**src/rtl/overlay_compositor.sv**
```systemverilog
// overlay_compositor: composites up to four keyed card video layers over the Apple II video stream
// Ports: clk_logic_i/reset_i clock and async active-high reset; card_enable_i gates the overlay path;
//   sw_wr_i/sw_addr_i/sw_data_i soft-switch and register writes, sw_data_o combinational readback;
//   screen_x_i/screen_y_i raster position, entering (0,0) commits the shadowed registers;
//   apple_*_i Apple pixel; layer_*_i packed layer pixels and flags, layer 0 in the LSBs;
//   mix_*_o/layer_sel_o composited pixel and its source (2-clock latency); frame_start_o commit pulse.
module overlay_compositor #(
  parameter int NUM_LAYERS = 2,
  parameter int COLOR_W = 4,
  parameter bit EXPAND_REPLICATE = 1'b0,
  parameter bit FORCE_OVERLAY = 1'b0
) (
  input  logic                             clk_logic_i,
  input  logic                             reset_i,
  input  logic                             card_enable_i,
  input  logic                             sw_wr_i,
  input  logic [3:0]                       sw_addr_i,
  input  logic [7:0]                       sw_data_i,
  output logic [7:0]                       sw_data_o,
  input  logic [9:0]                       screen_x_i,
  input  logic [9:0]                       screen_y_i,
  input  logic [7:0]                       apple_r_i,
  input  logic [7:0]                       apple_g_i,
  input  logic [7:0]                       apple_b_i,
  input  logic [NUM_LAYERS*COLOR_W-1:0]    layer_r_i,
  input  logic [NUM_LAYERS*COLOR_W-1:0]    layer_g_i,
  input  logic [NUM_LAYERS*COLOR_W-1:0]    layer_b_i,
  input  logic [NUM_LAYERS-1:0]            layer_transparent_i,
  input  logic [NUM_LAYERS-1:0]            layer_ext_video_i,
  output logic [7:0]                       mix_r_o,
  output logic [7:0]                       mix_g_o,
  output logic [7:0]                       mix_b_o,
  output logic [2:0]                       layer_sel_o,
  output logic                             frame_start_o
);
  localparam int LW = 4 * COLOR_W;
  logic r_apple_sw, r_overlay_sw, r_prev_zero, r_frame_start;
  logic [NUM_LAYERS-1:0] r_mask_p, r_mask_a, w_mask_n;
  logic [2*NUM_LAYERS-1:0] r_mode_p, r_mode_a, w_mode_n;
  logic [7:0] r_prio_p, r_prio_a, w_prio_n, r_frame_cnt;
  logic w_zero, w_commit;
  logic [LW-1:0] w_lr, w_lg, w_lb, r_s1_lr, r_s1_lg, r_s1_lb;
  logic [3:0] w_t, w_e, w_mask, w_hit, r_s1_hit;
  logic [7:0] w_mode, r_s1_prio, r_s1_ar, r_s1_ag, r_s1_ab;
  logic r_s1_en, r_s1_apple;
  logic [1:0] w_src;
  logic w_win;
  logic [2:0] w_sel, r_sel;
  logic [7:0] w_cr, w_cg, w_cb, r_mix_r, r_mix_g, r_mix_b;

  function automatic logic [7:0] expand(input logic [COLOR_W-1:0] c);
    logic [7:0] e;
    for (int i = 0; i < 8; i++)
      e[7-i] = (EXPAND_REPLICATE || i < COLOR_W) ? c[COLOR_W-1-(i%COLOR_W)] : 1'b0;
    return e;
  endfunction

  assign w_zero = screen_x_i == '0 && screen_y_i == '0;
  assign w_commit = w_zero && !r_prev_zero;
  // a write landing in the commit cycle must reach the active copy too
  assign w_mask_n = (sw_wr_i && sw_addr_i == 4'h8) ? sw_data_i[NUM_LAYERS-1:0] : r_mask_p;
  assign w_mode_n = (sw_wr_i && sw_addr_i == 4'h9) ? sw_data_i[2*NUM_LAYERS-1:0] : r_mode_p;
  assign w_prio_n = (sw_wr_i && sw_addr_i == 4'hA) ? sw_data_i : r_prio_p;
  assign sw_data_o = sw_addr_i == 4'h8 ? 8'(r_mask_p) :
                     sw_addr_i == 4'h9 ? 8'(r_mode_p) :
                     sw_addr_i == 4'hA ? r_prio_p :
                     sw_addr_i == 4'hB ? r_frame_cnt : 8'h00;

  always_ff @(posedge clk_logic_i or posedge reset_i) begin
    if (reset_i) begin
      r_apple_sw <= 1'b1;
      r_overlay_sw <= FORCE_OVERLAY;
      r_mask_p <= '1;
      r_mask_a <= '1;
      r_mode_p <= {NUM_LAYERS{2'b10}};
      r_mode_a <= {NUM_LAYERS{2'b10}};
      r_prio_p <= 8'hE4;
      r_prio_a <= 8'hE4;
      r_frame_cnt <= 8'h00;
      r_prev_zero <= 1'b1;
      r_frame_start <= 1'b0;
    end else begin
      if (sw_wr_i && sw_addr_i == 4'h3) r_apple_sw <= 1'b0;
      if (sw_wr_i && sw_addr_i == 4'h4) r_apple_sw <= 1'b1;
      if (sw_wr_i && sw_addr_i == 4'h5) r_overlay_sw <= FORCE_OVERLAY;
      if (sw_wr_i && sw_addr_i == 4'h6) r_overlay_sw <= 1'b1;
      r_mask_p <= w_mask_n;
      r_mode_p <= w_mode_n;
      r_prio_p <= w_prio_n;
      r_prev_zero <= w_zero;
      r_frame_start <= w_commit;
      if (w_commit) begin
        r_mask_a <= w_mask_n;
        r_mode_a <= w_mode_n;
        r_prio_a <= w_prio_n;
        r_frame_cnt <= r_frame_cnt + 8'd1;
      end
    end
  end

  // pad to four layers; absent layers carry a zero mask bit so they never hit
  assign w_lr = LW'(layer_r_i);
  assign w_lg = LW'(layer_g_i);
  assign w_lb = LW'(layer_b_i);
  assign w_t = 4'(layer_transparent_i);
  assign w_e = 4'(layer_ext_video_i);
  assign w_mask = 4'(r_mask_a);
  assign w_mode = 8'(r_mode_a);

  for (genvar g = 0; g < 4; g++) begin : g_hit
    logic [1:0] w_m;
    logic w_nz;
    assign w_m = w_mode[2*g +: 2];
    assign w_nz = |{w_lr[g*COLOR_W +: COLOR_W], w_lg[g*COLOR_W +: COLOR_W], w_lb[g*COLOR_W +: COLOR_W]};
    assign w_hit[g] = w_mask[g] && (w_m == 2'b11 ||
                      ((w_m == 2'b01 || (w_m == 2'b10 && w_e[g])) ? !w_t[g] : w_nz));
  end

  always_ff @(posedge clk_logic_i or posedge reset_i) begin
    if (reset_i) begin
      r_s1_hit <= '0;
      r_s1_en <= 1'b0;
      r_s1_apple <= 1'b0;
      r_s1_prio <= 8'h00;
      r_s1_lr <= '0;
      r_s1_lg <= '0;
      r_s1_lb <= '0;
      r_s1_ar <= 8'h00;
      r_s1_ag <= 8'h00;
      r_s1_ab <= 8'h00;
    end else begin
      r_s1_hit <= w_hit;
      r_s1_en <= r_overlay_sw && card_enable_i;
      r_s1_apple <= r_apple_sw;
      r_s1_prio <= r_prio_a;
      r_s1_lr <= w_lr;
      r_s1_lg <= w_lg;
      r_s1_lb <= w_lb;
      r_s1_ar <= apple_r_i;
      r_s1_ag <= apple_g_i;
      r_s1_ab <= apple_b_i;
    end
  end

  // walk slots from lowest priority up so the highest-priority hit is the last one kept
  always_comb begin
    w_src = 2'd0;
    w_win = 1'b0;
    for (int s = 3; s >= 0; s--)
      if (r_s1_hit[r_s1_prio[2*s +: 2]]) begin
        w_src = r_s1_prio[2*s +: 2];
        w_win = 1'b1;
      end
    w_sel = (r_s1_en && w_win) ? {1'b0, w_src} : r_s1_apple ? 3'd4 : 3'd5;
    w_cr = expand(r_s1_lr[int'(w_src)*COLOR_W +: COLOR_W]);
    w_cg = expand(r_s1_lg[int'(w_src)*COLOR_W +: COLOR_W]);
    w_cb = expand(r_s1_lb[int'(w_src)*COLOR_W +: COLOR_W]);
  end

  always_ff @(posedge clk_logic_i or posedge reset_i) begin
    if (reset_i) begin
      r_mix_r <= 8'h00;
      r_mix_g <= 8'h00;
      r_mix_b <= 8'h00;
      r_sel <= 3'd0;
    end else begin
      r_mix_r <= w_sel[2] ? (w_sel[0] ? 8'h00 : r_s1_ar) : w_cr;
      r_mix_g <= w_sel[2] ? (w_sel[0] ? 8'h00 : r_s1_ag) : w_cg;
      r_mix_b <= w_sel[2] ? (w_sel[0] ? 8'h00 : r_s1_ab) : w_cb;
      r_sel <= w_sel;
    end
  end

  assign mix_r_o = r_mix_r;
  assign mix_g_o = r_mix_g;
  assign mix_b_o = r_mix_b;
  assign layer_sel_o = r_sel;
  assign frame_start_o = r_frame_start;
endmodule
```
**config.mk**
```make
export PLATFORM = sky130hd
export DESIGN_NAME = overlay_compositor
export DESIGN_NICKNAME = d
export VERILOG_FILES = /design/src/rtl/overlay_compositor.sv
export SDC_FILE = /design/constraint.sdc
export NUM_CORES = 1
export LEC_CHECK = 0
export BUFFER_PORTS_ARGS = -buffer_cell sky130_fd_sc_hd__buf_2
export CORE_MARGIN = 2
export CORE_UTILIZATION = 38
export DETAILED_ROUTE_END_ITERATION = 12
export PLACE_DENSITY = 0.64
export SYNTH_ARGS = -nofsm -noshare
export SYNTH_HDL_FRONTEND = slang
export SYNTH_SLANG_ARGS = --single-unit
```
**constraint.sdc**
```tcl
create_clock -name clk_logic_i -period 8.2 [get_ports clk_logic_i]
set_input_delay 1.64 -clock clk_logic_i [delete_from_list [all_inputs] [get_ports clk_logic_i]]
set_output_delay 1.64 -clock clk_logic_i [all_outputs]
set_load 0.02 [all_outputs]
```
==> After elaboration in Yosys (flattened, before gate mapping) <==
Index checks and enable logic that the tools add are counted.
{ "totals": {"elab_cells": 112, "reg_bits": 127, "inputBits": 88, "out_inout_bits": 36} }
{ "op_classes": {"magnitude_cmp": 4, "n_eq_ne": 14, "shift": 3, "n_reduce_logical": 28, "add_sub_neg": 1, "n_mux": 37} }
{ "ops": {"columns": ["op", "count"], "rows": [
  ["$mux W8", 11],
  ["$shiftx A16 B5 Y4", 3],
  ["$reduce_or A12 Y1", 2],
  ["$logic_not A10 Y1", 2],
  ["$eq A4 B4 Y1 const B", 4],
  ["$logic_and A1 B1 Y1", 15],
  ["$mux W1", 15],
  ["$eq A4 B3 Y1 const B", 3],
  ["$lt A2 B3 Y1 const B", 4],
  ["$mux W2", 5],
  ["$add A8 B1 Y8 const B", 1],
  ["$bmux W1 S2", 4],
  ["$eq A2 B2 Y1 const B", 4],
  ["$eq A2 B1 Y1 const B", 2],
  ["$eq A4 B2 Y1 const B", 1],
  ["$logic_or A1 B1 Y1", 4],
  ["$mux W4", 1],
  ["$reduce_bool A2 Y1", 2],
  ["$logic_not A1 Y1", 3],
  ["$mux W3", 1]
]} }

==> Longest topological paths before layout <==
{ "depth": {"depth_word": 10, "depth_mapped": 6} }

==> Worst setup path before layout <==
Ideal clock, no wire load.
{ "synth_path": {"kind": "input-to-output", "start": "in sw_addr_i[0]", "end": "out sw_data_o[0]", "cell_stages": 3, "arrival_time_ns": 2.748, "t_required_ns": 6.560, "path_slack_ns": 3.812, "cell_sequence": "clkbuf_1 -> mux4_2 -> nor2b_1"} }
{ "synth_via": {"elab_chain_cells": 5, "elab_cells_between_ends": 8} }
{ "synth_lines": {"columns": ["element", "line", "source"], "rows": [
  ["start, declared", "17", "input logic [3:0] sw_addr_i,"],
  ["$eq A4 B4 Y1", "67", "sw_addr_i == 4'hB ? r_frame_cnt : 8'h00;"],
  ["$mux W8", "67", null],
  ["$mux W8", "66", "sw_addr_i == 4'hA ? r_prio_p :"],
  ["$mux W8", "65", "sw_addr_i == 4'h9 ? 8'(r_mode_p) :"],
  ["$mux W8 (*)", "64", "assign sw_data_o = sw_addr_i == 4'h8 ? 8'(r_mask_p) :"],
  ["end, declared", "19", "output logic [7:0] sw_data_o,"]
]} }
Every way passes the cells marked *; elsewhere a longest branch is shown, timed or not.

==> Worst setup path after layout <==
Same ends and word-level chain as after synthesis.

==> results_dict.tcl <==
set metrics [dict create \
    critical_path.startpoint_type "input port" \
    grt_start_max_net_pins 79 \
    placementRows 40 \
    number_of_enable_flip_flop_cells_after_synthesis 0 \
    synth_sequential_area_ratio_pct 68.2 \
    core_area_mm2 0.0121 \
    grt_first_pass_wirelength_mm 16.3 \
    holdBufCountCts 0 \
    rr_endpoint "mix_b_o[4]" \
    compound_gate_fraction_of_synth_area_pct 7.35 \
    synth_top_family_by_area "simple AND/OR/NAND/NOR gates" \
    finalWirelength_mm 9.97 \
    finalCoreUtilization_pct 50.3 \
    cp_data_arrival_time_ns 2.80 \
    min-delay-path-class "register to register" \
    die_area_mm2 0.0133 \
    setup.reg_to_reg.worst_slack_ns 5.99 \
    number_of_hold_violations_in_the_final_report 0 \
    run_status "finished, final reports clean" \
    worst-r2r-cell-count 5 \
    port_bufs 123 \
    route.detailed.drc 0 \
    power.static_leakage_nw 2.81 \
    start_util_pct 38.9 \
    cts_max_level 4 \
    finalWeightedCongestion 0.793 \
    reg2reg_from "r_s1_hit[1]" \
    slew-limit-headroom_pct 39.5 \
    global_route.usage.total_pct 16.1 \
    die_y_um 115 \
    grtUsageMet2_pct 24.8 \
    synth_fa_ha_area_share_pct 0.266 \
    most_frequently_used_cell_type_in_the_post_synthesis_netlist "sky130_fd_sc_hd__dfrtp_1" \
    synth.top_cells.by_area "sky130_fd_sc_hd__dfrtp_1 (58%), sky130_fd_sc_hd__dfstp_2 (10%), sky130_fd_sc_hd__mux2_2 (7.4%)" \
    clk_pin_slew_worst_paths_ns 0.05 \
    cts.path.max_buffers 2 \
    setup-tns-final_ns 0 \
    first_iter_violations 171 \
    max-vdd-ir-drop_mv 0.149 \
    overflow 0 \
    number_of_cts_inserted_buffers 17 \
    io_pins 124 \
    power_per_cell_area_mw_per_mm2 254 \
    netlist_area_mm2 0.00470 \
    tritoncts_clock_tree "done" \
    drv_slew 0 \
    drv_cap 0 \
    final.min_clock_period_ns 4.44 \
    final_nets 558 \
    synth_area_per_cell_um2 13.8 \
    synth.lib_cells_used.distinct 40 \
    yosys_most_used_dff "sky130_fd_sc_hd__dfrtp_1" \
    synth_async_sr_flop_share_pct 100 \
    synth_area_leader_cell "sky130_fd_sc_hd__dfrtp_1" \
    timing.hold.ws_ns 0.369 \
    worst_clock_skew_ns 0.00791 \
    number_of_antenna_violations_at_the_first_check_in_global_routing 0 \
    drt-pass1-iter-count 5 \
    use_met1_pct 21.4 \
    multiplexer_share_of_the_synthesized_area_pct 9.25 \
    setup.worst_path.end_class "output pin" \
    synth_xor_area_share_pct 1.31 \
    number_of_routed_nets_with_antenna_violations 0 \
    hold_path.startpoint "r_prio_a[1]" \
    setup-violations-final 0 \
    netlist_instances 340 \
    cts_resized 0 \
    grt_setup_unrepaired "false" \
    clock_tree_root_buffer_cell "sky130_fd_sc_hd__clkbuf_16" \
    netlist.area_leader.share_pct 58.1 \
    post_cts_buffers 0 \
    critical_path.endpoint "sw_data_o[0]" \
    syn-num-nets 429 \
    routed_vias 3212 \
    synthSimpleGateAreaFrac_pct 11.4 \
    drive_above_1_share_pct 44.4 \
    setup.worst_path.start "sw_addr_i[0]" \
    dieWidth_um 115 \
    cts_sinks 127 \
    clock_latency_ns 0.41 \
    globalRouteMet3Util_pct 5.64 \
    fmaxAchievable_ghz 0.225 \
    worstPathRequired_ns 6.56 \
    post_dp_hpwl_mm 7.11 \
    grt.busiest_layer "met2" \
    synth.ff_latch_count 127 \
    layout_worst_path_cycle_share_pct 54.1 \
    via_per_inst 4.93 \
    criticalPathCategory "input port to output pin" \
    syn2layout_area_growth_pct 29.3 \
    post_synth_most_frequent_cells "sky130_fd_sc_hd__dfrtp_1 (109), sky130_fd_sc_hd__mux2_2 (31), sky130_fd_sc_hd__nand3_1 (31)" \
    critical_path_peak_fanout 12 \
    yosysWarnings 0 \
    routed_wire_length_per_instance_um 15.3 \
    grt_pass1_vias 3250 \
    worstMarginPinSlew_ns 0.908 \
]
## placed cells by master (no fill, tap or decap), types with 9 or more instances in the layout
cell / instances
sky130_fd_sc_hd__buf_2: 123
sky130_fd_sc_hd__dfrtp_1: 109
sky130_fd_sc_hd__mux2_2: 31
sky130_fd_sc_hd__nand3_1: 31
sky130_fd_sc_hd__dfstp_2: 18
sky130_fd_sc_hd__clkbuf_16: 17
sky130_fd_sc_hd__and3_1: 15
sky130_fd_sc_hd__o2111ai_1: 13
sky130_fd_sc_hd__o211ai_1: 12
sky130_fd_sc_hd__o21ai_0: 11
sky130_fd_sc_hd__nor2_1: 9
sky130_fd_sc_hd__nor4_1: 9
sky130_fd_sc_hd__nand2_1: 9
## worst min-delay path by stage
stage	to	slack (ns)	cells past startpoint
4_1_cts	r_s1_prio[1]	0.37	0
6_report	r_s1_prio[1]	0.37	0
3_5_place_dp	r_s1_prio[1]	0.36	0
3_3_place_gp	r_s1_prio[1]	0.37	0
5_1_grt	r_s1_prio[1]	0.39	0
2_1_floorplan	r_s1_prio[0]	0.35	0
## area by class of cell
type                    count  area (um^2)
diodes                      1         2.50
clock buffers              20          467
clock inverters            12          133
fillers                  1053         5990
inverters                   7         28.8
multi-input cells         190         1390
flip-flops and latches    127         3200
well taps                 168          210
repair buffers            126          638
## per-layer routing
metal,wire length [um],vias to the layer above
met5,0,-
met4,27,0
met3,605,5
met2,4690,114
met1,4650,1586
li1,-,1507
## stage by stage
step | area (um^2) | setup WS, ns | instances | power [mW]
5_1_grt | 6070 | 3.72 | 650 | 1.61
2_1_floorplan | 4700 | 3.21 | 340 | 0.758
6_report | 6070 | 3.76 | 651 | 1.54
3_5_place_dp | 5470 | 3.77 | 618 | 0.812
3_3_place_gp | 5470 | 3.79 | 618 | 0.809
4_1_cts | 6070 | 3.76 | 650 | 1.56
## where the power goes
group          internal (mW)  leakage (nW)  switching (mW)
clock                  0.473         0.289           0.270
sequential             0.672          1.52          0.0192
combinational         0.0494          1.01          0.0611
## sequential cells by signal, summed over array words and instances (netlist names), 3 cells and up
signal,count
mix_b_o,8
mix_g_o,8
mix_r_o,8
r_frame_cnt,8
r_prio_a,8
r_prio_p,8
r_s1_ab,8
r_s1_ag,8
r_s1_ar,8
r_s1_lb,8
r_s1_lg,8
r_s1_lr,8
r_s1_prio,8
r_mode_a,4
r_mode_p,4
layer_sel_o,3
## cells by family (layout without fill, tap and decap cells)
logic type / Yosys count / after routing
other: 1 / 2
xor gates and xnor gates: 7 / 7
muxes: 37 / 37
AOI/OAI and AO/OA: 48 / 48
DFF: 127 / 127
adders and majority gates: 1 / 1
and+or+nand+nor: 96 / 96
buffers and inverters: 23 / 165
## critical path, cell delays in order
cell	delay, ns
sky130_fd_sc_hd__buf_2	0.27
sky130_fd_sc_hd__mux4_2	0.53
sky130_fd_sc_hd__nor2b_1	0.18
sky130_fd_sc_hd__buf_2	0.18
Note: power is estimated with default switching activity, not from simulation.
